==> config.mk <==
export PLATFORM = sky130hd
export DESIGN_NAME = mem4x4_ctrl
export DESIGN_NICKNAME = d
export VERILOG_FILES = /design/src/rtl/mem4x4_pkg.sv /design/src/rtl/mem4x4_ctrl_scan_divider.sv /design/src/rtl/mem4x4_ctrl.sv
export SDC_FILE = /design/constraint.sdc
export NUM_CORES = 1
export LEC_CHECK = 0
export BUFFER_PORTS_ARGS = -buffer_cell sky130_fd_sc_hd__buf_2
export CELL_PAD_IN_SITES_DETAIL_PLACEMENT = 1
export CELL_PAD_IN_SITES_GLOBAL_PLACEMENT = 1
export CORE_UTILIZATION = 46
export DETAILED_ROUTE_END_ITERATION = 8
export GPL_TIMING_DRIVEN = 0
export PLACE_DENSITY_LB_ADDON = 0.1
export SLEW_MARGIN = 20
export SYNTH_ARGS = -nofsm -noshare
export SYNTH_HDL_FRONTEND = slang
export SYNTH_SLANG_ARGS = --single-unit
export TNS_END_PERCENT = 5
==> constraint.sdc <==
create_clock -name clk_2 -period 2.1 [get_ports clk_2]
set_clock_uncertainty 0.15 [all_clocks]
set_input_delay 0.42 -clock clk_2 [delete_from_list [all_inputs] [get_ports clk_2]]
set_output_delay 0.42 -clock clk_2 [all_outputs]
set_load 0.02 [all_outputs]
==> src/rtl/mem4x4_pkg.sv <==
// rtl/mem4x4_pkg.sv - shared types, defaults and reset table for the 4x4 lookup memory controller
package mem4x4_pkg;

    typedef enum logic [1:0] {
        IDLE = 2'd0,
        WR   = 2'd1,
        RD   = 2'd2,
        SCAN = 2'd3
    } state_t;

    localparam int DEF_ADDR_WIDTH = 2;
    localparam int DEF_DATA_WIDTH = 4;
    localparam int DEF_SCAN_DIV   = 4;

    // Word i sits in bits [4i+3:4i]: 0011, 0110, 1001, 1100.
    localparam logic [15:0] MEM_INIT = 16'hC963;

    function automatic logic [3:0] mem_init_word(input int idx);
        return MEM_INIT[(idx % 4) * 4 +: 4];
    endfunction

endpackage

==> src/rtl/mem4x4_ctrl_scan_divider.sv <==
// rtl/mem4x4_ctrl_scan_divider.sv - scan pacing counter with hold-at-terminal and clear
module scan_divider #(
    parameter int SCAN_DIV = 4
) (
    input  logic clk,
    input  logic rst_n,
    input  logic en,
    input  logic idle,
    input  logic clr,
    output logic due
);

    localparam int CW = (SCAN_DIV > 1) ? $clog2(SCAN_DIV) : 1;
    localparam logic [CW-1:0] TERM = CW'(SCAN_DIV - 1);

    logic [CW-1:0] cnt_q, cnt_d;
    logic          due_q, due_d;

    // due_q latches once the terminal count has been seen and stays set
    // until the scan step actually runs, so a deferred step is never lost.
    always_comb begin
        cnt_d = cnt_q;
        due_d = due_q;
        if (!en || clr) begin
            cnt_d = '0;
            due_d = 1'b0;
        end else if (idle && !due_q) begin
            if (cnt_q == TERM) begin
                due_d = 1'b1;
            end else begin
                cnt_d = cnt_q + 1'b1;
            end
        end
    end

    always_ff @(posedge clk or negedge rst_n) begin
        if (!rst_n) begin
            cnt_q <= '0;
            due_q <= 1'b0;
        end else begin
            cnt_q <= cnt_d;
            due_q <= due_d;
        end
    end

    assign due = due_q && en;

endmodule

==> src/rtl/mem4x4_ctrl.sv <==
// rtl/mem4x4_ctrl.sv - single-slot arbiter for write, read and scan access to the 4x4 lookup memory
module mem4x4_ctrl
    import mem4x4_pkg::*;
#(
    parameter int ADDR_WIDTH = DEF_ADDR_WIDTH,
    parameter int DATA_WIDTH = DEF_DATA_WIDTH,
    parameter int SCAN_DIV   = DEF_SCAN_DIV
) (
    input  logic                  clk_2,
    input  logic                  rst_n,
    input  logic                  wr_req,
    input  logic [ADDR_WIDTH-1:0] wr_addr,
    input  logic [DATA_WIDTH-1:0] wr_data,
    output logic                  wr_ack,
    input  logic                  rd_req,
    input  logic [ADDR_WIDTH-1:0] rd_addr,
    output logic [DATA_WIDTH-1:0] rd_data,
    output logic                  rd_valid,
    input  logic                  scan_en,
    output logic [ADDR_WIDTH-1:0] scan_addr,
    output logic [DATA_WIDTH-1:0] scan_data,
    output logic                  scan_valid,
    output logic                  busy
);

    localparam int DEPTH = 1 << ADDR_WIDTH;

    state_t                state_q, state_d;
    logic [ADDR_WIDTH-1:0] op_addr_q, op_addr_d;
    logic [DATA_WIDTH-1:0] op_data_q, op_data_d;
    logic [DATA_WIDTH-1:0] mem_q [DEPTH];
    logic [DATA_WIDTH-1:0] mem_d [DEPTH];
    logic                  wr_ack_q, wr_ack_d;
    logic                  rd_valid_q, rd_valid_d;
    logic                  scan_valid_q, scan_valid_d;
    logic [DATA_WIDTH-1:0] rd_data_q, rd_data_d;
    logic [DATA_WIDTH-1:0] scan_data_q, scan_data_d;
    logic [ADDR_WIDTH-1:0] scan_addr_q, scan_addr_d;
    logic                  scan_due;

    scan_divider #(
        .SCAN_DIV (SCAN_DIV)
    ) u_scan_divider (
        .clk  (clk_2),
        .rst_n(rst_n),
        .en   (scan_en),
        .idle (state_q == IDLE),
        .clr  (state_q == SCAN),
        .due  (scan_due)
    );

    always_comb begin
        state_d      = state_q;
        op_addr_d    = op_addr_q;
        op_data_d    = op_data_q;
        mem_d        = mem_q;
        wr_ack_d     = 1'b0;
        rd_valid_d   = 1'b0;
        scan_valid_d = 1'b0;
        rd_data_d    = rd_data_q;
        scan_data_d  = scan_data_q;
        scan_addr_d  = scan_addr_q;
        case (state_q)
            IDLE: begin
                if (wr_req) begin
                    op_addr_d = wr_addr;
                    op_data_d = wr_data;
                    state_d   = WR;
                end else if (rd_req) begin
                    op_addr_d = rd_addr;
                    state_d   = RD;
                end else if (scan_due) begin
                    state_d = SCAN;
                end
            end
            WR: begin
                mem_d[op_addr_q] = op_data_q;
                wr_ack_d         = 1'b1;
                state_d          = IDLE;
            end
            RD: begin
                rd_data_d  = mem_q[op_addr_q];
                rd_valid_d = 1'b1;
                state_d    = IDLE;
            end
            SCAN: begin
                scan_data_d  = mem_q[scan_addr_q];
                scan_valid_d = 1'b1;
                scan_addr_d  = scan_addr_q + 1'b1;
                state_d      = IDLE;
            end
            default: state_d = IDLE;
        endcase
    end

    // Reset restores the lookup table, so an aborted write leaves no trace.
    always_ff @(posedge clk_2 or negedge rst_n) begin
        if (!rst_n) begin
            state_q      <= IDLE;
            op_addr_q    <= '0;
            op_data_q    <= '0;
            wr_ack_q     <= 1'b0;
            rd_valid_q   <= 1'b0;
            scan_valid_q <= 1'b0;
            rd_data_q    <= '0;
            scan_data_q  <= '0;
            scan_addr_q  <= '0;
            for (int i = 0; i < DEPTH; i++) begin
                mem_q[i] <= DATA_WIDTH'(mem_init_word(i));
            end
        end else begin
            state_q      <= state_d;
            op_addr_q    <= op_addr_d;
            op_data_q    <= op_data_d;
            wr_ack_q     <= wr_ack_d;
            rd_valid_q   <= rd_valid_d;
            scan_valid_q <= scan_valid_d;
            rd_data_q    <= rd_data_d;
            scan_data_q  <= scan_data_d;
            scan_addr_q  <= scan_addr_d;
            for (int i = 0; i < DEPTH; i++) begin
                mem_q[i] <= mem_d[i];
            end
        end
    end

    assign wr_ack     = wr_ack_q;
    assign rd_valid   = rd_valid_q;
    assign rd_data    = rd_data_q;
    assign scan_valid = scan_valid_q;
    assign scan_data  = scan_data_q;
    assign scan_addr  = scan_addr_q;
    assign busy       = (state_q != IDLE);

endmodule

# --- Yosys cells after proc, flatten, opt, wreduce, memory -nomap -nowiden ---
# Index checks and enable logic that the tools add are counted.
op_classes:
  addsub: 2
  magnitude_cmp: 3
  eq_ne: 6
  mux: 24
  n_bitwise: 2
  reduce_logical: 16
ops:
  columns: ["cell", "count"]
  rows:
  - ["4-bit 2-to-1 mux", 5]
  - ["4-bit binary-select mux with 2-bit select", 2]
  - ["16-bit bitwise mux", 1]
  - ["2-bit 2-to-1 mux", 8]
  - ["4-bit demux with 2-bit select", 1]
  - ["2-bit AND reduction", 4]
  - ["2-bit nonzero test", 4]
  - ["2-bit == test (second input constant)", 3]
  - ["3-bit >= comparator (second input constant)", 2]
  - ["1-bit 2-to-1 mux", 6]
  - ["2-bit inverter with 3-bit output", 2]
  - ["2-bit by 1-bit adder with 2-bit output (second input constant)", 2]
  - ["4-bit inequality test (second input constant)", 1]
  - ["2-bit one-hot mux with 2 select lines", 1]
  - ["1-bit logical AND", 3]
  - ["3-bit by 1-bit less-than comparator with 1-bit output (second input constant)", 1]
  - ["3-bit OR reduction", 1]
  - ["2-bit by 1-bit == test with 1-bit output (second input constant)", 1]
  - ["1-bit zero test", 2]
  - ["2-bit zero test", 1]
  - ["2-bit by 1-bit inequality test with 1-bit output (second input constant)", 1]
  - ["1-bit logical OR", 1]
totals:
  ff_bits: 40
  in_bits: 13
  output_inout_bits: 14
  elab_cells: 68

# --- Longest topological paths before layout ---
logic_depth:
  word_depth: 6
  ltp_mapped: 5
  depth_no_buf: 4

# --- Modules after synthesis ---
# Synthesis repeated with hierarchy kept, for this count alone.
unflattened:
  cells_unflattened: 125
  hier_area_um2: 1799.2
modules_own_cells:
  columns: ["mod", "n_inst", "cells_per_inst", "area_per_inst_um2", "seq_area_each_um2"]
  rows:
  - ["mem4x4_ctrl", 1, 111, 1632.8, 935.9]
  - ["scan_divider", 1, 14, 166.4, 75.1]

# --- Worst setup path before layout ---
# OpenSTA, ideal clock, no wires.
synth_timing:
  path_kind: "reg2reg"
  start: "register scan_addr_q[0], in the netlist scan_addr[0]"
  end: "register scan_data_q[0], in the netlist scan_data[0]"
  setup_time_ps: 125
  t_arrival_ps: 1343
  required_ps: 1825
  path_slack_ps: 483
  stages_incl_launch_ff: 4
  path_buffers: 1
  period_less_slack_ps: 1617
  path_cell_list: "dfrtp_1 buf_6 mux4_2 mux2_2"
synth_via:
  elab_chain_len: 4
synth_lines:
  columns: ["item", "line_no", "rtl"]
  rows:
  - ["start: declaration", "mem4x4_ctrl.sv:38", "logic [ADDR_WIDTH-1:0] scan_addr_q, scan_addr_d;"]
  - ["start signal: assignment", "mem4x4_ctrl.sv:120", "scan_addr_q <= scan_addr_d;"]
  - ["2-bit inverter with 3-bit output (implied by the code)", "mem4x4_ctrl.sv:87", "scan_data_d = mem_q[scan_addr_q];"]
  - ["4-bit binary-select mux with 2-bit select", "mem4x4_ctrl.sv:87", null]
  - ["4-bit 2-to-1 mux (implied by the code) (2 in series)", "mem4x4_ctrl.sv:87", null]
  - ["end signal: assignment", "mem4x4_ctrl.sv:119", "scan_data_q <= scan_data_d;"]
  - ["end: declaration", "mem4x4_ctrl.sv:37", "logic [DATA_WIDTH-1:0] scan_data_q, scan_data_d;"]
# No other way between the ends. The select of a mux whose other input is x is not followed.
# A chain may end at the register's enable or synchronous reset.

# --- Final worst setup path ---
layout_timing:
  start: "register state_q[0]"
  end: "output busy"
layout_via:
  elab_chain_len: 1
layout_lines:
  columns: ["item", "line_no", "rtl"]
  rows:
  - ["start: declaration", "mem4x4_ctrl.sv:28", "state_t state_q, state_d;"]
  - ["start signal: assignment", "mem4x4_ctrl.sv:112", "state_q <= state_d;"]
  - ["2-bit nonzero test", "mem4x4_ctrl.sv:133", "assign busy = (state_q != IDLE);"]
  - ["end: declaration", "mem4x4_ctrl.sv:23", "output logic busy"]
# No other way between the ends.

==> flow_summary.ini <==
[timing]
fmax_ghz = 0.526
slew_viol_final = 0
setup_viol = 0
max_slew_margin = 0.420
rsz0062_at_grt = no
fin_crit_sh = 0.905
period_needed_ns = 1.90
hold_viol_final = 0
tns_ns = 0
tightest_slew_ns = 0.870

[finish]
num-fill-cells = 398
final_cell_area_um2 = 2150
syn_to_final_growth_pct = 17.3
antenna_cells = 0
nets = 178
drive_above_1_share = 0.503

[clocking]
numCtsBuffers = 5
clkSinkCount = 40
ctsHtreeMaxLevel = 2
cts_hold_buf = 0
clockRootBuffer = clkbuf_8
cts_tree = built
ctsResizeCount = 0
clock_path_buffers = 2
clk_latency_ns = 0.30
cts_setup_buffers = 0
path_clk_slew_ns = 0.08

[die]
die_w_um = 65.1
die_y_um = 65.1
dieArea_um2 = 4240
rows = 22
io_pins = 27
start_util = 0.489
core_um2 = 3740

[setup_path]
ff2ff_setup_slack_ns = 0.43
rr_worst_depth = 4
setup.worst_path.class = reg -> out
endpoint = busy
start_kind = flip-flop
startpoint = state_q[0]
end_kind = primary output
r2r-start = state_q[0]
timing.rr.end = op_data_q[3]
cp.arrival_ns = 1.33
worstPathMaxFanout = 10
required_ns = 1.53

[placement]
place.gp.congestion = 0.724
dp_hpwl_mm = 2.60
io_buffers = 26
detailed_place.area_um2 = 2020

[grt]
grt_pass1_vias = 1245
antenna_found_initial = 0
grt_max_degree = 41
grtUsageTotal = 0.217
grt_overflow = 0
grt_first_pass_wirelength_mm = 6.44

[synthesis]
synth_cell_types = 31
dominantRegCellSynth = dfrtp_1
synth_edf_count = 0
seq_area_frac_synth = 0.552
syn_nets = 145
synth_warnings = 0
yosysTopAreaCellShare = 0.437
syn_area_um2 = 1830
ys_seq_elements = 40
synth.area.top_cells = dfrtp_1, mux2_2, dfstp_2
syn_inst = 131
yosysTopAreaCell = dfrtp_1
ys_top_cells_by_count = dfrtp_1, mux2_2, nand2_1
synth.most_common_cell = dfrtp_1
avgSynthCellArea_um2 = 14.0
async_flop_share = 1.00

[drt]
first_iter_violations = 62
wl_per_cell_um = 17.9
routed_via_density = 5.42
first_pass_iters = 4
vias = 1155
ant_nets = 0
postRouteWirelength_mm = 3.82
remaining_drc_errors = 0

[pwr]
power_density_nw_per_um2 = 1420
p_comb_frac = 0.327
seqPwrFrac = 0.445
p_int_mw = 2.08
swShare = 0.318
ir_worst_vdd_mv = 0.582
p_sw_mw = 0.966
p_leak_nw = 0.990
pwr-share-clk = 0.228

[worst_hold_path]
hold_path.class = in -> async

[job]
cap_viol_max_count = 0

[outcome]
outcome = complete, no violations
## power groups by stage
stage                     registers (mW)  logic, mW  clock network [mW]
after global routing                1.40       1.08               0.733
after floorplan                     1.40      0.630                   0
after global placement              1.32      0.948                   0
after CTS                           1.36       1.01               0.711
final                               1.35      0.996               0.692
after detailed placement            1.36      0.994                   0
## worst max-delay path, stage by stage, from the launching register on
cell and delay [ns]:
dfrtp_1 0.39, buf_6 0.14, nor2_1 0.19, inv_1 0.13, buf_2 0.18
## sequential cells by signal, indices dropped and copies added (netlist names), 2 cells and up
register and cells:
mem_q 16, op_addr_q 2, op_data_q 4, rd_data 4
scan_addr 2, scan_data 4, state_q 2, u_scan_divider.cnt_q 2
## worst min path at each step
| stage | cells past startpoint | to |
|---|---|---|
| global route | 1 | rd_data[0] |
| global placement | 2 | rd_data[0] |
| detailed placement | 2 | rd_data[2] |
| floorplan | 0 | mem_q[0] |
| finish | 1 | rd_data[0] |
| CTS | 1 | rd_data[0] |
## final cells by class
type / instances / area (um^2) / area share
multi-input cells: 82 / 762 / 0.355
repair buffers: 26 / 130 / 0.0606
clock inverters: 1 / 30.0 / 0.0140
well taps: 48 / 60.1 / 0.0280
plain buffers: 5 / 43.8 / 0.0204
clock buffers: 7 / 96.3 / 0.0448
inverters: 4 / 15.0 / 0.00699
flip-flops and latches: 40 / 1010 / 0.471
## metal layers
| metal | global-route usage | vias up | part of all wire |
|---|---|---|---|
| met5 | 0 | - | 0 |
| met4 | 0.0897 | 0 | 0.019 |
| met3 | 0.0573 | 6 | 0.033 |
| met2 | 0.357 | 24 | 0.50 |
| met1 | 0.272 | 588 | 0.44 |
| li1 | - | 537 | - |
## cell families after synthesis
family	after synthesis	synth area share
simple gates	34	0.107
compound gates	13	0.0471
mux	32	0.246
buf+inv	9	0.0321
flops	40	0.552
fa+ha+maj	1	0.00683
xor+xnor	2	0.00956
## through the flow
| stage | total power, mW | utilization | hold WS [ns] | std cells | setup slack (ns) |
|---|---|---|---|---|---|
| after detailed placement | 2.35 | 0.540 | 0.328 | 205 | 0.426 |
| final | 3.04 | 0.574 | 0.0818 | 213 | 0.200 |
| after global routing | 3.21 | 0.574 | 0.153 | 213 | 0.108 |
| after global placement | 2.26 | 0.540 | 0.304 | 205 | 0.461 |
| after CTS | 3.08 | 0.574 | 0.107 | 213 | 0.192 |
| after floorplan | 2.03 | - | -0.0256 | 131 | 0.483 |
## cell usage in the layout, fill, tap and decap left out
master | synthesis | layout
ha_1 | 1 | 1
clkbuf_8 | 0 | 7
nor2_1 | 2 | 2
nand2_2 | 1 | 1
dfrtp_1 | 32 | 32
buf_2 | 2 | 28
nor4b_1 | 1 | 1
nand2b_1 | 3 | 3
or2_2 | 1 | 1
nor2b_1 | 2 | 2
nor2b_4 | 1 | 1
nor3b_4 | 1 | 1
inv_1 | 4 | 4
o22ai_1 | 2 | 2
bufinv_16 | 0 | 1
dfstp_2 | 8 | 8
nand3_1 | 2 | 2
nor4_1 | 1 | 1
mux2_2 | 24 | 24
a21oi_1 | 3 | 3
a21boi_0 | 1 | 1
xnor2_1 | 2 | 2
mux4_2 | 8 | 8
and3b_1 | 2 | 2
buf_6 | 3 | 3
nor3_1 | 2 | 2
and2_0 | 1 | 1
a31oi_1 | 1 | 1
o21ai_0 | 1 | 1
nand2_1 | 14 | 14
a22oi_1 | 2 | 2
o21bai_1 | 1 | 1
o2bb2ai_1 | 2 | 2
Note: power is estimated with default switching activity, not from simulation.
